[config.mk]
export PLATFORM = sky130hd
export DESIGN_NAME = alu_seq_flat
export DESIGN_NICKNAME = d
export VERILOG_FILES = /design/src/rtl/alu_seq_if.sv /design/src/rtl/alu_seq.sv /design/src/flat_wrapper.sv
export SDC_FILE = /design/constraint.sdc
export NUM_CORES = 1
export LEC_CHECK = 0
export BUFFER_PORTS_ARGS = -buffer_cell sky130_fd_sc_hd__buf_4
export CAP_MARGIN = 20
export CORE_MARGIN = 1
export CORE_UTILIZATION = 45
export CTS_CLUSTER_DIAMETER = 120
export DETAILED_ROUTE_END_ITERATION = 10
export GPL_TIMING_DRIVEN = 0
export SYNTH_ARGS = -nofsm -noshare
export SYNTH_HDL_FRONTEND = slang
export SYNTH_SLANG_ARGS = --single-unit
[constraint.sdc]
create_clock -name clk -period 5.55 [get_ports clk]
set_input_delay 0.8325 -clock clk [delete_from_list [all_inputs] [get_ports clk]]
set_output_delay 0.8325 -clock clk [all_outputs]
set_load 0.01 [all_outputs]
[src/rtl/alu_seq_if.sv]
// Handshake bundle for alu_seq: operand/op input channel, result/flags output channel.
interface alu_seq_if #(
    parameter int unsigned WIDTH = 16
);
    logic             in_valid;
    logic             in_ready;
    logic [WIDTH-1:0] a;
    logic [WIDTH-1:0] b;
    logic [2:0]       op;
    logic             out_valid;
    logic             out_ready;
    logic [WIDTH-1:0] result;
    logic             flag_z;
    logic             flag_n;
    logic             flag_c;
    logic             flag_v;
    logic             busy;

    modport master (
        output in_valid, a, b, op, out_ready,
        input  in_ready, out_valid, result, flag_z, flag_n, flag_c, flag_v, busy
    );

    modport slave (
        input  in_valid, a, b, op, out_ready,
        output in_ready, out_valid, result, flag_z, flag_n, flag_c, flag_v, busy
    );
endinterface

[src/rtl/alu_seq.sv]
// Handshaked ALU with Z/N/C/V flags; single-cycle arithmetic/logic ops and
// iterative one-bit-per-clock logical shifts.
module alu_seq #(
    parameter int unsigned WIDTH = 16,
    parameter int unsigned SHW   = $clog2(WIDTH)
) (
    input  logic      clk,
    input  logic      rst_n,
    alu_seq_if.slave  bus
);
    localparam int unsigned MSB = WIDTH - 1;

    localparam logic [2:0] OP_PASS = 3'b000;
    localparam logic [2:0] OP_SUB  = 3'b001;
    localparam logic [2:0] OP_ADD  = 3'b010;
    localparam logic [2:0] OP_XOR  = 3'b011;
    localparam logic [2:0] OP_OR   = 3'b100;
    localparam logic [2:0] OP_AND  = 3'b101;

    typedef enum logic {
        IDLE  = 1'b0,
        SHIFT = 1'b1
    } state_e;

    state_e           state_q, state_d;
    logic [SHW-1:0]   cnt_q, cnt_d;
    logic [WIDTH-1:0] work_q, work_d;
    logic             dir_q, dir_d;
    logic [WIDTH-1:0] result_q, result_d;
    logic [3:0]       flags_q, flags_d;
    logic             out_valid_q, out_valid_d;

    logic [WIDTH:0]   sum_c;
    logic [WIDTH:0]   diff_c;
    logic [SHW-1:0]   k_c;
    logic [WIDTH-1:0] shifted_c;
    logic             shout_c;
    logic             accept_c;
    logic             drain_c;

    // Flags packed as {Z, N, C, V}
    function automatic logic [3:0] mk_flags(input logic [WIDTH-1:0] r,
                                            input logic c, input logic v);
        return {r == '0, r[MSB], c, v};
    endfunction

    assign bus.in_ready  = rst_n && (state_q == IDLE) && (!out_valid_q || bus.out_ready);
    assign bus.busy      = (state_q == SHIFT);
    assign bus.out_valid = out_valid_q;
    assign bus.result    = result_q;
    assign bus.flag_z    = flags_q[3];
    assign bus.flag_n    = flags_q[2];
    assign bus.flag_c    = flags_q[1];
    assign bus.flag_v    = flags_q[0];

    assign accept_c = bus.in_valid && bus.in_ready;
    assign drain_c  = out_valid_q && bus.out_ready;

    // Datapath helpers; extra top bit of sum/diff is carry / borrow
    always_comb begin
        sum_c     = {1'b0, bus.a} + {1'b0, bus.b};
        diff_c    = {1'b0, bus.a} - {1'b0, bus.b};
        k_c       = bus.b[SHW-1:0];
        shifted_c = dir_q ? (work_q >> 1) : (work_q << 1);
        shout_c   = dir_q ? work_q[0] : work_q[MSB];
    end

    always_comb begin
        state_d     = state_q;
        cnt_d       = cnt_q;
        work_d      = work_q;
        dir_d       = dir_q;
        result_d    = result_q;
        flags_d     = flags_q;
        out_valid_d = out_valid_q;

        case (state_q)
            IDLE: begin
                if (drain_c) begin
                    out_valid_d = 1'b0;
                end
                if (accept_c) begin
                    out_valid_d = 1'b1;
                    case (bus.op)
                        OP_PASS: begin
                            result_d = bus.b;
                            flags_d  = mk_flags(bus.b, 1'b0, 1'b0);
                        end
                        OP_SUB: begin
                            result_d = diff_c[MSB:0];
                            flags_d  = mk_flags(diff_c[MSB:0], !diff_c[WIDTH],
                                                (bus.a[MSB] != bus.b[MSB]) &&
                                                (diff_c[MSB] != bus.a[MSB]));
                        end
                        OP_ADD: begin
                            result_d = sum_c[MSB:0];
                            flags_d  = mk_flags(sum_c[MSB:0], sum_c[WIDTH],
                                                (bus.a[MSB] == bus.b[MSB]) &&
                                                (sum_c[MSB] != bus.a[MSB]));
                        end
                        OP_XOR: begin
                            result_d = bus.a ^ bus.b;
                            flags_d  = mk_flags(bus.a ^ bus.b, 1'b0, 1'b0);
                        end
                        OP_OR: begin
                            result_d = bus.a | bus.b;
                            flags_d  = mk_flags(bus.a | bus.b, 1'b0, 1'b0);
                        end
                        OP_AND: begin
                            result_d = bus.a & bus.b;
                            flags_d  = mk_flags(bus.a & bus.b, 1'b0, 1'b0);
                        end
                        default: begin
                            // SHL / SHR: op[0] selects right shift
                            work_d = bus.a;
                            cnt_d  = k_c;
                            dir_d  = bus.op[0];
                            if (k_c == '0) begin
                                result_d = bus.a;
                                flags_d  = mk_flags(bus.a, 1'b0, 1'b0);
                            end else begin
                                state_d     = SHIFT;
                                out_valid_d = 1'b0;
                            end
                        end
                    endcase
                end
            end
            SHIFT: begin
                work_d = shifted_c;
                cnt_d  = cnt_q - SHW'(1);
                if (cnt_q == SHW'(1)) begin
                    state_d     = IDLE;
                    result_d    = shifted_c;
                    flags_d     = mk_flags(shifted_c, shout_c, 1'b0);
                    out_valid_d = 1'b1;
                end
            end
            default: state_d = IDLE;
        endcase
    end

    always_ff @(posedge clk or negedge rst_n) begin
        if (!rst_n) begin
            state_q     <= IDLE;
            cnt_q       <= '0;
            work_q      <= '0;
            dir_q       <= 1'b0;
            result_q    <= '0;
            flags_q     <= '0;
            out_valid_q <= 1'b0;
        end else begin
            state_q     <= state_d;
            cnt_q       <= cnt_d;
            work_q      <= work_d;
            dir_q       <= dir_d;
            result_q    <= result_d;
            flags_q     <= flags_d;
            out_valid_q <= out_valid_d;
        end
    end
endmodule

[src/flat_wrapper.sv]
// flat-port wrapper written by rule: the top's interface ports become plain ports
module alu_seq_flat 
#(
    parameter int unsigned WIDTH = 16,
    parameter int unsigned SHW   = $clog2(WIDTH)
)
  (clk, rst_n, bus_in_valid, bus_a, bus_b, bus_op, bus_out_ready, bus_in_ready, bus_out_valid, bus_result, bus_flag_z, bus_flag_n, bus_flag_c, bus_flag_v, bus_busy);
  alu_seq_if #(.WIDTH(WIDTH)) bus_i ();
  input  logic clk;
  input  logic rst_n;
  input wire logic [$bits(bus_i.in_valid)-1:0] bus_in_valid;
  input wire logic [$bits(bus_i.a)-1:0] bus_a;
  input wire logic [$bits(bus_i.b)-1:0] bus_b;
  input wire logic [$bits(bus_i.op)-1:0] bus_op;
  input wire logic [$bits(bus_i.out_ready)-1:0] bus_out_ready;
  output wire logic [$bits(bus_i.in_ready)-1:0] bus_in_ready;
  output wire logic [$bits(bus_i.out_valid)-1:0] bus_out_valid;
  output wire logic [$bits(bus_i.result)-1:0] bus_result;
  output wire logic [$bits(bus_i.flag_z)-1:0] bus_flag_z;
  output wire logic [$bits(bus_i.flag_n)-1:0] bus_flag_n;
  output wire logic [$bits(bus_i.flag_c)-1:0] bus_flag_c;
  output wire logic [$bits(bus_i.flag_v)-1:0] bus_flag_v;
  output wire logic [$bits(bus_i.busy)-1:0] bus_busy;
  assign bus_i.in_valid = bus_in_valid;
  assign bus_i.a = bus_a;
  assign bus_i.b = bus_b;
  assign bus_i.op = bus_op;
  assign bus_i.out_ready = bus_out_ready;
  assign bus_in_ready = bus_i.in_ready;
  assign bus_out_valid = bus_i.out_valid;
  assign bus_result = bus_i.result;
  assign bus_flag_z = bus_i.flag_z;
  assign bus_flag_n = bus_i.flag_n;
  assign bus_flag_c = bus_i.flag_c;
  assign bus_flag_v = bus_i.flag_v;
  assign bus_busy = bus_i.busy;
  alu_seq #(.WIDTH(WIDTH), .SHW(SHW)) u_core (.clk(clk), .rst_n(rst_n), .bus(bus_i));
endmodule
**Word level (Yosys, flattened, before mapping)**

Cells that the tools add are included.

- Bits in registers: 43
- Bits of input ports: 39
- Output and inout bits: 23
- Logic and storage cells: 83

- $add $sub $neg: 3
- Equality and inequality tests: 15
- Multiplexer cells: 29
- Bitwise logic cells: 5
- Reduce and logical (&&, ||, !) cells: 24

Operator list:

| cell | count |
|---|---|
| zero test 16 bit | 8 |
| two-way mux 16 bit | 6 |
| case mux 16 bit (6 select lines) | 1 |
| case mux 16 bit (2 select lines) | 2 |
| case mux 4 bit (6 select lines) | 1 |
| two-way mux 4 bit | 5 |
| adder 16 x 16 -> 17 bit | 1 |
| subtractor 16 x 16 -> 17 bit | 1 |
| AND 16 bit | 1 |
| OR 16 bit | 1 |
| case mux 4 bit (2 select lines) | 2 |
| XOR 16 bit | 1 |
| two-way mux 1 bit | 10 |
| != test 8 bit (second input constant) | 1 |
| == test 3 x 2 -> 1 bit (second input constant) | 2 |
| == test 3 bit (second input constant) | 2 |
| logical AND 1 bit | 6 |
| AND reduction 3 bit | 2 |
| OR reduction 6 bit | 1 |
| == test 4 x 1 -> 1 bit (second input constant) | 1 |
| zero test 4 bit | 1 |
| != test 2 bit (second input constant) | 2 |
| case mux 1 bit (2 select lines) | 2 |
| AND reduction 2 bit | 2 |
| other kinds (10) | 14 |

**Longest topological paths before layout**

Gate-level depths: netlist of run 1.

- Depth in word-level cells: 6
- Mapped depth: 11
- Mapped depth without buffers: 11

**Least setup slack after synthesis of run 1**

Ideal clock, no wire load.

- Path type: in2reg
- Start point: in bus_a[0]
- End point: reg u_core.flags_q[3]
- Library setup time: 0.066 ns
- Arrival time: 3.230 ns
- Data required time: 5.484 ns
- Slack: 2.254 ns
- Cell stages on the path: 11
- Path buffers: 0
- Cells stage by stage: inv_1 ha_1 fa_1 or2_2 a221oi_1 o211ai_1 a211oi_1 a221oi_1 xor2_1 nor4b_1 a31o_1

- Word-level cells in the longest chain between the ends: 5
- Elaborated cells on any way between the ends: 15
- Those cells by class: 2 x add/sub; 4 x mux; 3 x bitwise; 6 x reduce/logical

RTL lines:

| element | RTL line | source |
|---|---|---|
| from (decl) | flat_wrapper.sv:12 | `input wire logic [$bits(bus_i.a)-1:0] bus_a;` |
| adder 16 x 16 -> 17 bit (tied with other cells) | alu_seq.sv:61 | `sum_c = {1'b0, bus.a} + {1'b0, bus.b};` |
| zero test 16 bit / two-way mux 4 bit (equally long branches) | alu_seq.sv:44, alu_seq.sv:118 |  |
| case mux 4 bit (6 select lines) (*) | alu_seq.sv:84 | `case (bus.op)` |
| two-way mux 4 bit (*) | alu_seq.sv:82 | `if (accept_c) begin` |
| case mux 4 bit (2 select lines) (*) | alu_seq.sv:77 | `case (state_q)` |
| to (signal assigned) | alu_seq.sv:158 | `flags_q <= flags_d;` |
| to (decl) | alu_seq.sv:30 | `logic [3:0] flags_q, flags_d;` |

Every way passes the cells marked *; elsewhere a longest branch is shown, timed or not. The select of a mux whose other input is x is not followed.
A chain may end at the register's enable or synchronous reset.

**Worst setup path after layout of run 1**

- Start point: in bus_a[0]
- End point: reg u_core.result_q[6], in the netlist u_core.bus.result[6]

- Word-level cells in the longest chain between the ends: 4
- Elaborated cells on any way between the ends: 5
- Those cells by class: 2 x add/sub; 3 x mux

RTL lines:

| element | RTL line | source |
|---|---|---|
| adder 16 x 16 -> 17 bit / subtractor 16 x 16 -> 17 bit (equally long branches) | alu_seq.sv:61, alu_seq.sv:62 |  |
| case mux 16 bit (6 select lines) (*) | alu_seq.sv:84 |  |
| two-way mux 16 bit (*) | alu_seq.sv:82 |  |
| case mux 16 bit (2 select lines) (*) | alu_seq.sv:77 |  |
| to (signal assigned) | alu_seq.sv:157 | `result_q <= result_d;` |
| to (decl) | alu_seq.sv:29 | `logic [WIDTH-1:0] result_q, result_d;` |

Marks and branches as above.

==> flow_summary.toml, run 1 <==
[drt]
drc = 0
ant_nets = 0
drtIter0Drc = 835
drtPass1Iterations = 5
routed_wl_um = 23200
routed-via-count = 6418
avgRoutedWirePerCell_um = 23.9
viasPerCell = 6.61

[timing]
fin_crit_ns = 4.03
setup_viol = 0
tns_ns = 0
fmax_mhz = 248
slew_headroom_pct = 28.9
hold_viol = 0
worst_pin_slew_ns = 1.06
whs_ns = 0.476
grt_setup_unrepaired = "no"
finalClockSkew_ns = 0.00149
drv_slew = 0
fin_crit_sh_pct = 72.6
fin_ws_ns = 1.52

[worst_setup_path]
rrSetupSlack_ns = 2.79
r2r-end = "u_core.flags_q[3]"
crit_path_max_fanout = 5
crit_type = "in2reg"
start_kind = "primary input"
worstReg2RegStart = "u_core.bus.out_valid"
r2r_cells = 8
endpoint_kind = "register"
worstPathArrival_ns = 4.18
crit_required_ns = 5.70

[power]
intPower_mw = 1.21
switching_share_pct = 45.0
peakVddDrop_mv = 0.208
combPwrFrac_pct = 56.8
pwr-share-clk_pct = 18.0
p_per_area_nw_per_um2 = 345
p_leak_nw = 2.77
pwr-share-seq_pct = 25.1
p_sw_mw = 0.987

[synthesis]
synth_edf_count = 0
synth_area_leaders = "dfrtp_1 19%, ha_1 12%, nor2_1 6.1%"
yosys.area_share.xor_xnor_pct = 3.01
syn_avg_cell_area_sq_um = 7.31
ys.flop_type = "dfrtp_1"
synth_compound_area_share_pct = 30.1
synthSimpleGateAreaFrac_pct = 22.2
yosysTopAreaCell = "dfrtp_1"
synth_top_family_by_area = "compound AO/OA/AOI/OAI gates"
synth_cells = 756
syn_area_sq_um = 5520
synth_cell_type_count = 76
async_flop_share_pct = 100
synth_top_area_share_pct = 19.0
yosys_register_bits = 42
synth-adder-area-share_pct = 12.3
seq_area_frac_synth_pct = 19.0
syn_nets = 848
synthMuxAreaShare_pct = 5.59
synth_warnings = 0

[grt]
grt_pass1_vias = 6045
grt_pass1_wl_um = 34700
grtUsageTotal_pct = 36.2
grt_max_degree = 45
gr-total-overflow = 0
antenna_found_initial = 1

[die]
start_util_pct = 46.0
io_pins = 62
die-height_um = 113
coreArea_sq_um = 12000
num_rows = 40
die_w_um = 113
die-area_sq_um = 12700

[finish]
nets = 914
drive_above_1_share_pct = 12.0
multi_input_area_sq_um = 4040
register_area_sq_um = 1050
area_delta_synth_final_pct = 15.0
nFillCells = 1230

[clock_tree]
cts_tree = "yes"
clk_transition_reported_paths_ns = 0.06
cts_root_buffer = "clkbuf_16"
clk_latency_ns = 0.29
cts.sinks = 42
cts_hold_buf = 0
cts-buffers-inserted = 5
htree_num_levels = 2
ctsLongestPathBuffers = 2
cts_setup_buffers = 0
ctsResizeCount = 0

[place]
io_buffers = 59
dpl.hpwl_um = 18400
place.gp.congestion = 0.971
place_ws_ns = 1.36

[worst_hold_path]
holdPathEnd = "u_core.bus.result[1]"
holdCritPathClass = "reg2reg"
hp-start = "u_core.bus.result[1]"
hold-path-cell-count = 2

[flow_run]
cap_viol_max_count = 0

[outcome]
status = "complete, no violations"
critical path, cell delays in order:
cell and delay, ns:
buf_4 0.11, inv_1 0.08, ha_1 0.26, fa_1 0.44
or2_2 0.31, a221oi_1 0.53, o21ai_0 0.14, nor2b_1 0.16
a221o_1 0.36, a221oi_1 0.55, o21a_1 0.30, o21ai_0 0.10
layout make-up:
cell class              count  share of cell area, %
inverters                  58                   3.43
flip-flops and latches     42                   16.5
multi-input cells         605                   63.6
repair buffers             59                   6.97
clock inverters             2                  0.945
clock buffers               6                   2.19
diodes                      1                 0.0394
plain buffers              51                   3.43
well taps                 147                   2.90
cell families after synthesis:
family / Yosys count
AOI/OAI and AO/OA: 245
xor gates and xnor gates: 19
adders and majority gates: 53
buffers and inverters: 109
DFF: 42
muxes: 29
and+or+nand+nor: 259
power groups by stage:
stage	Clock, mW	Sequential (mW)	Combinational (mW)
finish	0.395	0.552	1.25
global route	0.408	0.565	1.35
CTS	0.396	0.550	1.23
detailed placement	0	0.553	1.22
global placement	0	0.549	1.20
floorplan	0	0.563	0.742
metal layers:
metal / up-vias / track usage, % / share of wire (%)
met5: - / 0 / 0
met4: 0 / 20.4 / 5.6
met3: 80 / 7.28 / 10
met2: 417 / 54.4 / 43
met1: 3026 / 48.4 / 42
li1: 2895 / - / -
flip-flops by register name, summed over array words and instances (netlist names):
signal and count:
u_core.cnt_q 4, u_core.bus.result 15, u_core.work_q 16, u_core.bus.out_valid 1
u_core.bus.busy 1, u_core.dir_q 1, u_core.flags_q 4
layout by cell type (no fill, tap or decap), drive strengths merged, types with 16 or more instances in the layout:
cell	n
a21oi	62
nand2	56
dfrtp	42
buf	72
nor2	90
nor4	18
mux2i	17
nor3	24
o21ai	55
xnor2	16
ha	51
clkbuf	44
inv	57
how the worst max path moves through the flow:
stage	start	to	cells after the start
after floorplan	bus_a[0]	u_core.flags_q[3]	11
after global placement	bus_a[0]	u_core.bus.result[6]	12
after detailed placement	bus_a[0]	u_core.bus.result[6]	12
after CTS	bus_a[0]	u_core.bus.result[6]	12
after global routing	bus_a[0]	u_core.bus.result[6]	12
final	bus_a[0]	u_core.bus.result[6]	12
cells in the mapped netlist, types with 14 or more instances:
| cell | number |
|---|---|
| nor3_1 | 24 |
| o21ai_0 | 53 |
| nand4_1 | 14 |
| mux2i_1 | 17 |
| nand2_1 | 56 |
| nand3_1 | 14 |
| a21oi_1 | 60 |
| clkbuf_1 | 38 |
| nor4_1 | 18 |
| nor2_1 | 90 |
| xnor2_1 | 16 |
| ha_1 | 51 |
| inv_1 | 57 |
| dfrtp_1 | 42 |
through the flow:
| stage | cell area [sq um] | util [%] | power [mW] | std cells |
|---|---|---|---|---|
| floorplan | 5520 | - | 1.31 | 756 |
| finish | 6350 | 52.9 | 2.19 | 971 |
| global route | 6350 | 52.9 | 2.32 | 970 |
| global placement | 6150 | 51.2 | 1.75 | 962 |
| detailed placement | 6150 | 51.2 | 1.77 | 962 |
| CTS | 6350 | 52.9 | 2.17 | 970 |
Note: power is estimated with default switching activity, not from simulation.
==> inputs of run 2 (changes only) <==
==> constraint.sdc (replaced) <==
create_clock -name clk -period 3.78 [get_ports clk]
set_input_delay 0.567 -clock clk [delete_from_list [all_inputs] [get_ports clk]]
set_output_delay 0.567 -clock clk [all_outputs]
set_load 0.01 [all_outputs]
==> flow_summary.toml, run 2 (synthesized netlist as in run 1, its figures left out) <==
[outcome]
status = "complete, no violations"

[drt]
drtPass1Iterations = 5
ant_nets = 0
routed_wl_um = 23200
routed-via-count = 6406
avgRoutedWirePerCell_um = 23.9
drc = 0
drtIter0Drc = 917
viasPerCell = 6.60

[power]
pwr-share-clk_pct = 18.1
p_leak_nw = 2.78
switching_share_pct = 45.0
pwr-share-seq_pct = 25.1
power.total_mw = 3.23
combPwrFrac_pct = 56.8
p_sw_mw = 1.45
peakVddDrop_mv = 0.304
intPower_mw = 1.77
p_per_area_nw_per_um2 = 507

[clock_tree]
cts_hold_buf = 0
ctsResizeCount = 0
htree_num_levels = 2
cts_setup_buffers = 0
cts_root_buffer = "clkbuf_16"
cts-buffers-inserted = 5
clk_transition_reported_paths_ns = 0.06
cts_tree = "yes"
clk_latency_ns = 0.29
cts.sinks = 42
ctsLongestPathBuffers = 2

[finish]
area_delta_synth_final_pct = 15.2
fin_area_sq_um = 6360
layout.cells.non_filler = 971
largest-register = "u_core.work_q"
largest_reg_flops = 16
final_util_pct = 53.0
nets = 914
drive_above_1_share_pct = 12.3
multi_input_area_sq_um = 4050
layout_common_cells = "90 x nor2_1, 63 x buf_4, 60 x a21oi_1"
nFillCells = 1229
mostFrequentLayoutCell = "nor2_1"
register_area_sq_um = 1050

[worst_setup_path]
start_kind = "primary input"
endpoint_kind = "register"
worstPathArrival_ns = 3.77
crit_required_ns = 3.93
crit_type = "in2reg"
crit_path_max_fanout = 5

[die]
num_rows = 40
start_util_pct = 46.0
die_w_um = 113
die-area_sq_um = 12700
die-height_um = 113
io_pins = 62
coreArea_sq_um = 12000

[grt]
grt_max_degree = 45
grt_pass1_vias = 6045
antenna_found_initial = 1
grtUsageTotal_pct = 36.2
grt_pass1_wl_um = 34700
gr-total-overflow = 0

[place]
dpl_cell_area_sq_um = 6150
place.gp.congestion = 0.971
io_buffers = 59
dpl.hpwl_um = 18400
place_ws_ns = -0.140
dp_cells = 962

[timing]
worst_pin_slew_ns = 1.05
fin_ws_ns = 0.166
tns_ns = 0
fin_crit_sh_pct = 95.6
drv_slew = 0
finalClockSkew_ns = 0.00184
fin_crit_ns = 3.61
fmax_mhz = 277
whs_ns = 0.261
hold_viol = 0
setup_viol = 0
slew_headroom_pct = 29.8
grt_setup_unrepaired = "no"

[flow_run]
cap_viol_max_count = 0

[worst_hold_path]
holdCritPathClass = "in2async"
run 2: worst paths after layout:
path,from,end,slack [ns],depth (start not counted)
min,rst_n,u_core.bus.result[2],0.26,1
max reg2reg,u_core.bus.out_valid,u_core.flags_q[3],1.05,7
max in group asynchronous,rst_n,u_core.work_q[1],3.13,1
min reg2reg,u_core.bus.result[1],u_core.bus.result[1],0.48,2
min in group clk,u_core.bus.result[1],u_core.bus.result[1],0.48,2
max,bus_a[1],u_core.bus.result[13],0.17,11
run 2: area by class of cell:
type / instances / area share [%]
multi-input combinational: 605 / 63.6
sequential: 42 / 16.5
timing repair buffer: 59 / 6.96
buffer: 51 / 3.42
inverter: 58 / 3.42
tap: 147 / 2.89
clock buffer: 6 / 2.18
clock inverter: 2 / 0.944
antenna: 1 / 0.0393
run 2: critical path, cell delays in order:
cell and delay (ns):
buf_4 0.12, inv_1 0.14, ha_1 0.44, nor2_1 0.09, o311ai_1 0.41, a21oi_2 0.19, a221o_1 0.39, a221o_1 0.45
mux2_1 0.38, o21ai_0 0.46, a21oi_1 0.12
run 2: metal layers:
layer	global-route usage, %	up-vias	part of all wire (%)
met5	0	-	0
met3	7.28	80	9.9
met1	48.4	3022	42
li1	-	2899	-
met4	20.4	0	5.7
met2	54.4	405	43
run 2: power groups by stage:
stage	Combinational, mW	Sequential [mW]	Clock (mW)
2_1_floorplan	1.09	0.827	0
3_3_place_gp	1.77	0.805	0
3_5_place_dp	1.79	0.813	0
4_1_cts	1.80	0.807	0.582
5_1_grt	1.98	0.830	0.600
6_report	1.83	0.811	0.584
